`src/rtl/out2in_arbiter_pkg.sv`:
```
// Shared types and widths for the two-source-to-one-sink burst arbiter.
package out2in_arbiter_pkg;

  typedef enum logic {SRC0 = 1'b0, SRC1 = 1'b1} src_t;

  localparam int RUN_W  = 4;
  localparam int STAT_W = 16;

endpackage

```
`src/rtl/out2in_arbiter_stage.sv`:
```
// One-entry output register: captures on load, drains when the sink takes the word.
module out2in_arbiter_stage #(
  parameter int width = 32
) (
  input  logic             clk,
  input  logic             rst_n,
  input  logic             load,
  input  logic [width-1:0] data_in,
  input  logic             enq_rdy,
  output logic             valid,
  output logic [width-1:0] data
);

  // Stage boundary p0 -> p1: data only moves on load, so it is stable while stalled
  always_ff @(posedge clk or negedge rst_n) begin
    if (!rst_n) begin
      valid <= 1'b0;
      data  <= '0;
    end else if (load) begin
      valid <= 1'b1;
      data  <= data_in;
    end else if (valid && enq_rdy) begin
      valid <= 1'b0;
    end
  end

endmodule

```
`src/rtl/out2in_arbiter.sv`:
```
// Two-source burst arbiter feeding a one-entry output stage.
// Optional per-source grant counters: define OUT2IN_ARBITER_STATS_EN.
module out2in_arbiter
  import out2in_arbiter_pkg::*;
#(
  parameter int width = 32,
  parameter int BURST = 4
) (
  input  logic             CLK,
  input  logic             nRST,
  input  logic [width-1:0] in0_first,
  input  logic             in0_first__RDY,
  input  logic             in0_deq__RDY,
  output logic             in0_deq__ENA,
  input  logic [width-1:0] in1_first,
  input  logic             in1_first__RDY,
  input  logic             in1_deq__RDY,
  output logic             in1_deq__ENA,
  input  logic             out_enq__RDY,
  output logic             out_enq__ENA,
  output logic [width-1:0] out_enq_v,
  output logic             idle
`ifdef OUT2IN_ARBITER_STATS_EN
  ,
  output logic [STAT_W-1:0] stat0,
  output logic [STAT_W-1:0] stat1
`endif
);

  localparam logic [RUN_W-1:0] BURST_R = RUN_W'(BURST);

  logic             elig0, elig1;
  logic             load_p0;
  logic             gnt_vld_p0;
  src_t             gnt_p0;
  logic [width-1:0] data_p0;
  logic             vld_p1;
  logic [width-1:0] data_p1;
  src_t             last_q;
  logic [RUN_W-1:0] run_q;

  function automatic logic [RUN_W-1:0] sat_inc(input logic [RUN_W-1:0] r);
    if (r >= BURST_R) return BURST_R;
    return r + 1'b1;
  endfunction

  assign elig0   = in0_first__RDY && in0_deq__RDY;
  assign elig1   = in1_first__RDY && in1_deq__RDY;
  assign load_p0 = !vld_p1 || out_enq__RDY;

  // Stay on the last winner until its run reaches BURST, then hand over
  always_comb begin
    gnt_p0     = SRC0;
    gnt_vld_p0 = nRST && load_p0 && (elig0 || elig1);
    if (elig0 && elig1)
      gnt_p0 = (run_q < BURST_R) ? last_q : src_t'(~last_q);
    else if (elig1)
      gnt_p0 = SRC1;
  end

  assign in0_deq__ENA = gnt_vld_p0 && (gnt_p0 == SRC0);
  assign in1_deq__ENA = gnt_vld_p0 && (gnt_p0 == SRC1);
  assign data_p0      = (gnt_p0 == SRC1) ? in1_first : in0_first;

  always_ff @(posedge CLK or negedge nRST) begin
    if (!nRST) begin
      last_q <= SRC0;
      run_q  <= '0;
    end else if (gnt_vld_p0) begin
      if (gnt_p0 == last_q) begin
        run_q <= sat_inc(run_q);
      end else begin
        last_q <= gnt_p0;
        run_q  <= RUN_W'(1);
      end
    end
  end

  out2in_arbiter_stage #(.width(width)) u_stage (
    .clk     (CLK),
    .rst_n   (nRST),
    .load    (gnt_vld_p0),
    .data_in (data_p0),
    .enq_rdy (out_enq__RDY),
    .valid   (vld_p1),
    .data    (data_p1)
  );

  assign out_enq__ENA = vld_p1 && out_enq__RDY;
  assign out_enq_v    = data_p1;
  assign idle         = !vld_p1;

`ifdef OUT2IN_ARBITER_STATS_EN
  // Counters wrap naturally at 16 bits
  always_ff @(posedge CLK or negedge nRST) begin
    if (!nRST) begin
      stat0 <= '0;
      stat1 <= '0;
    end else begin
      if (in0_deq__ENA) stat0 <= stat0 + 1'b1;
      if (in1_deq__ENA) stat1 <= stat1 + 1'b1;
    end
  end
`endif

endmodule

```
`config.mk`:
```
export PLATFORM = sky130hd
export DESIGN_NAME = out2in_arbiter
export DESIGN_NICKNAME = d
export VERILOG_FILES = /design/src/rtl/out2in_arbiter_pkg.sv /design/src/rtl/out2in_arbiter_stage.sv /design/src/rtl/out2in_arbiter.sv
export SDC_FILE = /design/constraint.sdc
export NUM_CORES = 1
export LEC_CHECK = 0
export BUFFER_PORTS_ARGS = -buffer_cell sky130_fd_sc_hd__buf_2
export CORE_MARGIN = 4
export CORE_UTILIZATION = 45
export CTS_CLUSTER_SIZE = 24
export DETAILED_ROUTE_END_ITERATION = 6
export PLACE_DENSITY = 0.83
export SLEW_MARGIN = 20
export SYNTH_ARGS = -nofsm -noshare
export SYNTH_HDL_FRONTEND = slang
export SYNTH_SLANG_ARGS = --single-unit
```
`constraint.sdc`:
```
create_clock -name CLK -period 4.7 [get_ports CLK]
set_input_delay 0.94 -clock CLK [delete_from_list [all_inputs] [get_ports CLK]]
set_output_delay 0.94 -clock CLK [all_outputs]
set_load 0.02 [all_outputs]
```
==> reports/results.tsv, run 1 <==
metric	value	unit
finalSetupViolations	0	
drive_gt1_frac	0.4701	
first_pass_iters	4	
fin_skew	2.490	ps
tns	0	ps
cts_tree	yes	
avgSynthCellArea	12.05	µm²
die_h	70.10	µm
multi_input_area	709.4	µm²
wire_per_inst	15.33	µm
register_area	950.9	µm²
synth-adder-area-share	0.007210	
drt_drc_violations_left	0	
path_clk_slew	70	ps
clk_path_buf_depth	2	
synth_mux_area_frac	0	
fin_crit	2865	ps
final_util	0.6421	
grtUsageTotal	0.1897	
p_clk_frac	0.197	
die_w	70.10	µm
max-slew-margin-rel	0.4885	
grt_pass1_vias	1579	
p_int	0.0006764	W
syn_to_final_growth	36.48	%
p_per_area	433.1	nW/µm²
async_flop_share	1.000	
p_sw_frac	0.3406	
critPathRequiredTime	3760	ps
cts_sinks	38	
antenna_found_initial	0	
synth-simple-area-share	0.1702	
diodes	0	
worst_pin_slew	763.9	ps
synth_top_family_by_area	compound AO/OA/AOI/OAI gates	
synth_commonest_cells	dfrtp_1, and2_1, a221o_1	
start_kind	primary input	
routed_wl	4.584	mm
ant_nets	0	
start_util	0.4705	
ys_types	24	
slew_viol_final	0	
finalHoldViolCount	0	
cts_inserted_buffers	5	
gp_congestion	0.7716	
htree_levels	2	
cp_max_fo	42	
synth_area_leaders	dfrtp_1, a221o_1, and2_1, buf_6, nand2_1	
seqPwrFrac	0.439	
yosysWarnings	0	
outcome	finished clean	
path_class	primary input to primary output	
fillCellCount	332	
rsz0062_at_grt	false	
syn_area	1735	µm²
comb_power_share	0.364	
post-place-ws	1786	ps
syn_nets	216	
nNetsFinal	323	
drt_iter0_drc	63	
hold_path.class	flip-flop to flip-flop	
dieArea	4914	µm²
p_sw	0.0003494	W
critPathCaptureType	primary output	
dpl.hpwl	3.458	mm
cap_violations	0	
vias	1550	
fmax	349.1	MHz
post_cts_resized	0	
max-vdd-ir-drop	0.2402	mV
holdBufCountCts	0	
leakage	1.251	nW
yosysTopAreaCell	dfrtp_1	
rows	22	
whs	495.3	ps
clock_latency	280	ps
arrival	1920	ps
synth_top_area_share	0.5479	
fin_ws	1835	ps
synth_top_flop_cell	dfrtp_1	
seq_area_frac_synth	0.5479	
io_buffers	106	
grt_pass1_wl	7.445	mm
yosysMostFrequentCell	dfrtp_1	
synth_compound_area_frac	0.2264	
core-area	3689	µm²
ys_ff_latch	38	
top_level_ports	107	
detail_route.vias_per_cell	5.184	
clock-root-buffer	clkbuf_8	
synthXorXnorAreaFrac	0.005047	
grt.overflow.total	0	
synthCells	144	
period_share	0.6095	
finalPower	0.001026	W
post-cts-setup-buffer-count	0	
grt_max_degree	43	
synth_edf_count	0	
## worst max-delay path: stages
cell     delay (ps)
buf_2            80
buf_4           410
nand3_1         150
a21oi_2         150
buf_2           180
## sequential cells by signal, indices dropped and copies added (netlist names)
signal         flops
u_stage.data      32
run_q              4
last_q             1
u_stage.valid      1
## power groups by stage
| stage | Combinational, W | Sequential [W] | Clock [W] |
|---|---|---|---|
| 2_1_floorplan | 0.000157 | 0.000535 | 0 |
| 3_3_place_gp | 0.000371 | 0.000454 | 0 |
| 3_5_place_dp | 0.000379 | 0.000455 | 0 |
| 4_1_cts | 0.000379 | 0.000452 | 0.000206 |
| 5_1_grt | 0.000407 | 0.000463 | 0.000221 |
| 6_report | 0.000373 | 0.000451 | 0.000202 |
## worst paths after layout
path,slack (ps),from,cells past startpoint,endpoint
worst max-delay path,1840,nRST,5,in0_deq__ENA
worst max register to register,2850,u_stage.valid$_DFFE_PN0P_,5,u_stage.data[10]$_DFFE_PN0N_
worst min register to register,500,run_q[1]$_DFFE_PN0N_,2,run_q[1]$_DFFE_PN0N_
min in group asynchronous,710,nRST,2,u_stage.valid$_DFFE_PN0P_
max in group asynchronous,3650,nRST,2,u_stage.data[12]$_DFFE_PN0N_
worst min-delay path,500,run_q[1]$_DFFE_PN0N_,2,run_q[1]$_DFFE_PN0N_
## layout make-up
cell class | instances | share of cell area
clock buffer | 7 | 0.03222
inverter | 3 | 0.004754
multi-input combinational | 93 | 0.2995
sequential | 38 | 0.4015
tap | 48 | 0.02536
timing repair buffer | 110 | 0.2367
## cell families (layout without fill, tap and decap cells)
group | count (synthesis) | in the layout
buffers and inverters | 13 | 120
and+or+nand+nor | 50 | 50
adders and majority gates | 1 | 1
DFF | 38 | 38
xor gates and xnor gates | 1 | 1
AOI/OAI and AO/OA | 41 | 41
## cells in the final DEF (no fill, tap or decap), types with 2 or more instances in the layout
cell        n
nand2b_1    2
a221o_1    32
buf_2     106
inv_1       3
buf_4       4
nand2_1     5
clkbuf_1    2
nor3_1      3
clkbuf_8    5
and2_1     36
nor2_1      2
dfrtp_1    38
## per-layer routing
| metal | vias to the layer above | track usage | share of wire | routed length [µm] |
|---|---|---|---|---|
| met5 | - | 0 | 0 | 0 |
| met4 | 0 | 0.07234 | 0.016 | 72 |
| met3 | 6 | 0.05468 | 0.089 | 409 |
| met2 | 71 | 0.3095 | 0.48 | 2193 |
| met1 | 723 | 0.2374 | 0.42 | 1909 |
| li1 | 750 | - | - | - |
## stage by stage
step | instance area [µm²] | cells
final | 2369 | 299
after floorplan | 1735 | 144
after global placement | 2292 | 292
after detailed placement | 2292 | 292
after global routing | 2369 | 299
after CTS | 2369 | 299
Power figures use the tool's default switching activity.
==> run 2: changes to the inputs <==
Settings changed: CORE_UTILIZATION 45 to 42, PLACE_DENSITY 0.83 to 0.79.
Clock period 4.7 ns to 2.8 ns, I/O delays scaled along.
==> run 2 against run 1 <==
Net effect:
- routed wire length increased by 4.6%
- core utilization decreased by 4.4 points
- flip-flop and latch count unchanged
- critical path depth decreased by 1
- worst hold slack got worse by 420 ps
- clock skew increased by 2.6 ps
- die area increased by 6.3%
- cell count increased by 1.3%
- register-to-register slack got worse by 1800 ps
- combinational power increased by 67%
- sequential power increased by 68%
- critical path type is now flip-flop to primary output
==> reports/results.tsv, run 2 (synthesis gave the netlist of run 1 again) <==
metric	value	unit
post-place-ws	904.0	ps
final_cell_mix	buf_2, dfrtp_1, and2_1	
drive_gt1_frac	0.4783	
fin_crit	2049	ps
antenna_found_initial	0	
largestRegisters	u_stage.data: 32 flops, run_q: 4 flops	
outcome	finished clean	
clock_latency	280	ps
layout.cells.most_common	buf_2	
detail_route.vias_per_cell	5.284	
dieArea	5224	µm²
p_clk_frac	0.218	
critPathCaptureType	primary output	
cts_sinks	38	
fillCellCount	348	
drt_iter0_drc	92	
cts_inserted_buffers	5	
p_sw_frac	0.3411	
first_pass_iters	6	
multi_input_area	709.4	µm²
ant_nets	0	
crit_family	flip-flops	
top_level_ports	107	
die_w	72.28	µm
period_share	0.7317	
crit_chain	nor2_4 > xnor2_1 > o2111a_2 > buf_2	
grt.overflow.total	0	
gp_congestion	0.7568	
start_util	0.4338	
fmax	488.1	MHz
grt_pass1_wl	7.500	mm
slowest_stage	dfrtp_1	
cts_tree	yes	
diodes	0	
leakage	1.267	nW
die_h	72.28	µm
finalSetupViolations	0	
cp_max_fo	4	
io_buffers	106	
nNetsFinal	324	
drt_drc_violations_left	0	
clk_path_buf_depth	2	
rrSetupSlack	1100	ps
rsz0062_at_grt	false	
max-vdd-ir-drop	0.3338	mV
whs	73.47	ps
fin_ws	751.4	ps
clock-root-buffer	clkbuf_8	
p_sw	0.0006024	W
vias	1601	
path_buf_inv	1	
rr_worst_depth	5	
largest_reg_flops	32	
grt_max_degree	41	
r2r-start	run_q[3]$_DFFE_PN0N_	
holdBufCountCts	0	
placed_cell_area	2302	µm²
path_class	flip-flop to primary output	
slew_viol_final	0	
arrival	1490	ps
finalHoldViolCount	0	
fin_area	2394	µm²
cap_violations	0	
largest-register	u_stage.data	
tns	0	ps
routed_wl	4.795	mm
grt_pass1_vias	1570	
finalPower	0.001766	W
worst_pin_slew	463.2	ps
fin_skew	5.068	ps
path_clk_slew	70	ps
wire_per_inst	15.83	µm
dpl.hpwl	3.529	mm
htree_levels	2	
reg2reg_to	u_stage.data[30]$_DFFE_PN0N_	
post-cts-setup-buffer-count	0	
core-area	4000	µm²
critPathRequiredTime	2240	ps
p_per_area	737.8	nW/µm²
p_int	0.001164	W
max-slew-margin-rel	0.6912	
critPathMaxStageDelay	440	ps
register_area	950.9	µm²
post_cts_resized	0	
hold_path.class	primary input to async pin	
comb_power_share	0.353	
syn_to_final_growth	37.92	%
seqPwrFrac	0.429	
grtUsageTotal	0.1870	
start_kind	flip-flop	
startpoint	run_q[3]$_DFFE_PN0N_	
rows	23	
## run 2: changes by cell type in the layout (fill, tap and decap cells not counted), sizes merged
cell    previous run  this run
buf              110       111
clkinv             0         1
## run 2: layout make-up
type | count | share of cell area
clock buffer | 7 | 0.03607
clock inverter | 1 | 0.002091
inverter | 3 | 0.004705
multi-input combinational | 93 | 0.2964
sequential | 38 | 0.3973
tap | 50 | 0.02614
timing repair buffer | 111 | 0.2373
## run 2: how the worst max path moves through the flow
stage | slack (ps) | to | cells past startpoint
final | 750 | in1_deq__ENA | 4
after global routing | 670 | in1_deq__ENA | 4
after CTS | 730 | in1_deq__ENA | 4
after detailed placement | 900 | in0_deq__ENA | 5
after global placement | 910 | in0_deq__ENA | 5
after floorplan | 960 | in0_deq__ENA | 4
## run 2: power groups by stage
stage          sequential [W]  combinational [W]  clock [W]
2_1_floorplan        0.000897           0.000264          0
3_3_place_gp         0.000765           0.000618          0
3_5_place_dp         0.000760           0.000633          0
4_1_cts              0.000757           0.000631   0.000394
5_1_grt              0.000775           0.000681   0.000420
6_report             0.000758           0.000623   0.000385
## run 2: per-layer routing
metal  vias to the layer above  routed length [µm]  GRT usage
li1                        754                   -          -
met1                       756                1970     0.2498
met2                        83                2332     0.2912
met3                         8                 416    0.05402
met4                         0                  75    0.06472
met5                         -                   0          0
## run 2: through the flow
stage | std cells | util
floorplan | 144 | -
global placement | 295 | 0.5755
detailed placement | 295 | 0.5755
CTS | 303 | 0.5984
global route | 303 | 0.5984
finish | 303 | 0.5984
==> run 3: changes to the inputs <==
Clock period 2.8 ns to 2.1 ns, I/O delays scaled along.
==> run 3 against run 2 <==
Net effect:
- global-route usage grew 0.61 points
- total power up 40%
- flip-flop and latch count stayed put
- worst hold slack better by 69 ps
- non-clock buffer count up 7
- cell count up 2.3%
- routed wire length up 3.7%
- die area unchanged
- via count grew 2.0%
- largest cell class unchanged
==> reports/results.tsv, run 3 (synthesis gave the netlist of run 1 again) <==
metric	value	unit
detail_route.vias_per_cell	5.268	
io_buffers	106	
grtUsageTotal	0.1931	
arrival	1500	ps
drt_drc_violations_left	0	
layout.cells.most_common	buf_2	
final_util	0.6168	
rr_worst_depth	6	
reg2reg_to	u_stage.data[24]$_DFFE_PN0N_	
critPathCaptureType	primary output	
final_cell_mix	buf_2, dfrtp_1, and2_1	
first_pass_iters	4	
vias	1633	
htree_levels	2	
grt_pass1_vias	1723	
syn_to_final_growth	42.18	%
largestRegisters	u_stage.data: 32 flops, run_q: 4 flops	
finalHoldViolCount	0	
grt_pass1_wl	7.686	mm
path_clk_slew	80	ps
grt.overflow.total	0	
start_kind	flip-flop	
cts_sinks	38	
largest-register	u_stage.data	
grt_max_degree	26	
gp_congestion	0.7338	
r2r-start	run_q[3]$_DFFE_PN0N_	
worst_pin_slew	317.3	ps
max-slew-margin-rel	0.7884	
slew_viol_final	0	
core-area	4000	µm²
fin_crit	1915	ps
dpl.hpwl	3.782	mm
drive_gt1_frac	0.4885	
fmax	522.1	MHz
fin_skew	8.585	ps
p_per_area	1002	nW/µm²
start_util	0.4338	
clock_latency	280	ps
drt_iter0_drc	85	
largest_reg_flops	32	
rows	23	
routed_wl	4.972	mm
wire_per_inst	16.04	µm
cp-endpoint	in1_deq__ENA	
cap_violations	0	
cp_max_fo	5	
period_share	0.9120	
max-vdd-ir-drop	0.4506	mV
ant_nets	0	
startpoint	run_q[3]$_DFFE_PN0N_	
path_class	flip-flop to primary output	
diodes	0	
top_level_ports	107	
finalSetupViolations	0	
cts_tree	yes	
die_w	72.28	µm
outcome	finished clean	
leakage	1.305	nW
rrSetupSlack	360	ps
rsz0062_at_grt	false	
tns	0	ps
clock-root-buffer	clkbuf_8	
cts_inserted_buffers	5	
die_h	72.28	µm
post_cts_resized	0	
hold_path.class	primary input to async pin	
clk_path_buf_depth	2	
dieArea	5224	µm²
critPathRequiredTime	1680	ps
antenna_found_initial	0	
nNetsFinal	331	
[run 3: stage by stage]
step,power (W),setup WS [ps],cells,hold WS [ps],area (µm²)
after floorplan,0.001549,514.7,144,124.4,1735
after global placement,0.001854,370.4,299,267.1,2332
after detailed placement,0.001872,350.3,299,262.6,2332
after CTS,0.002486,39.37,308,134.6,2452
after global routing,0.002615,120.9,310,146.8,2467
final,0.002472,184.8,310,142.5,2467
[run 3: final cells by class]
type	count	area, µm²
clock buffer	6	72.57
clock inverter	2	37.54
fill	319	1533
inverter	3	11.26
multi-input combinational	93	709.4
sequential	38	950.9
tap	50	62.56
timing repair buffer	118	623.1
[run 3: repair_timing]
item | 4_1_cts | 5_1_grt
buffers inserted | 0 | 2
hold endpoints to repair | 3 | 0
endpoints found under the setup margin | 0 | 1
hold buffers | 1 | 0
[run 3: routing by layer]
layer  wire [µm]  track usage  share of wire
met5           0            0              0
met4         130      0.08559          0.026
met3         365      0.05679          0.073
met2        2418       0.3124           0.49
met1        2058       0.2392           0.41
[run 3: worst max-delay path, cell delays in order, from the launching register on]
cell      delay [ps]
dfrtp_1          430
nor2_4           150
xnor2_1          160
o2111a_2         280
buf_2            180
[run 3: worst min path at each step]
stage | from | end | slack, ps | cells after the start
global placement | nRST | run_q[1]$_DFFE_PN0N_ | 270 | 1
floorplan | nRST | last_q$_DFFE_PN0P_ | 120 | 0
global route | nRST | run_q[2]$_DFFE_PN0N_ | 150 | 2
detailed placement | nRST | run_q[1]$_DFFE_PN0N_ | 260 | 1
CTS | nRST | run_q[2]$_DFFE_PN0N_ | 130 | 2
finish | nRST | run_q[2]$_DFFE_PN0N_ | 140 | 2
[run 3: report_power, final]
group / internal (W) / switching, W
Clock: 0.000354 / 0.000251
Combinational: 0.000387 / 0.000467
Sequential: 0.000910 / 0.000102
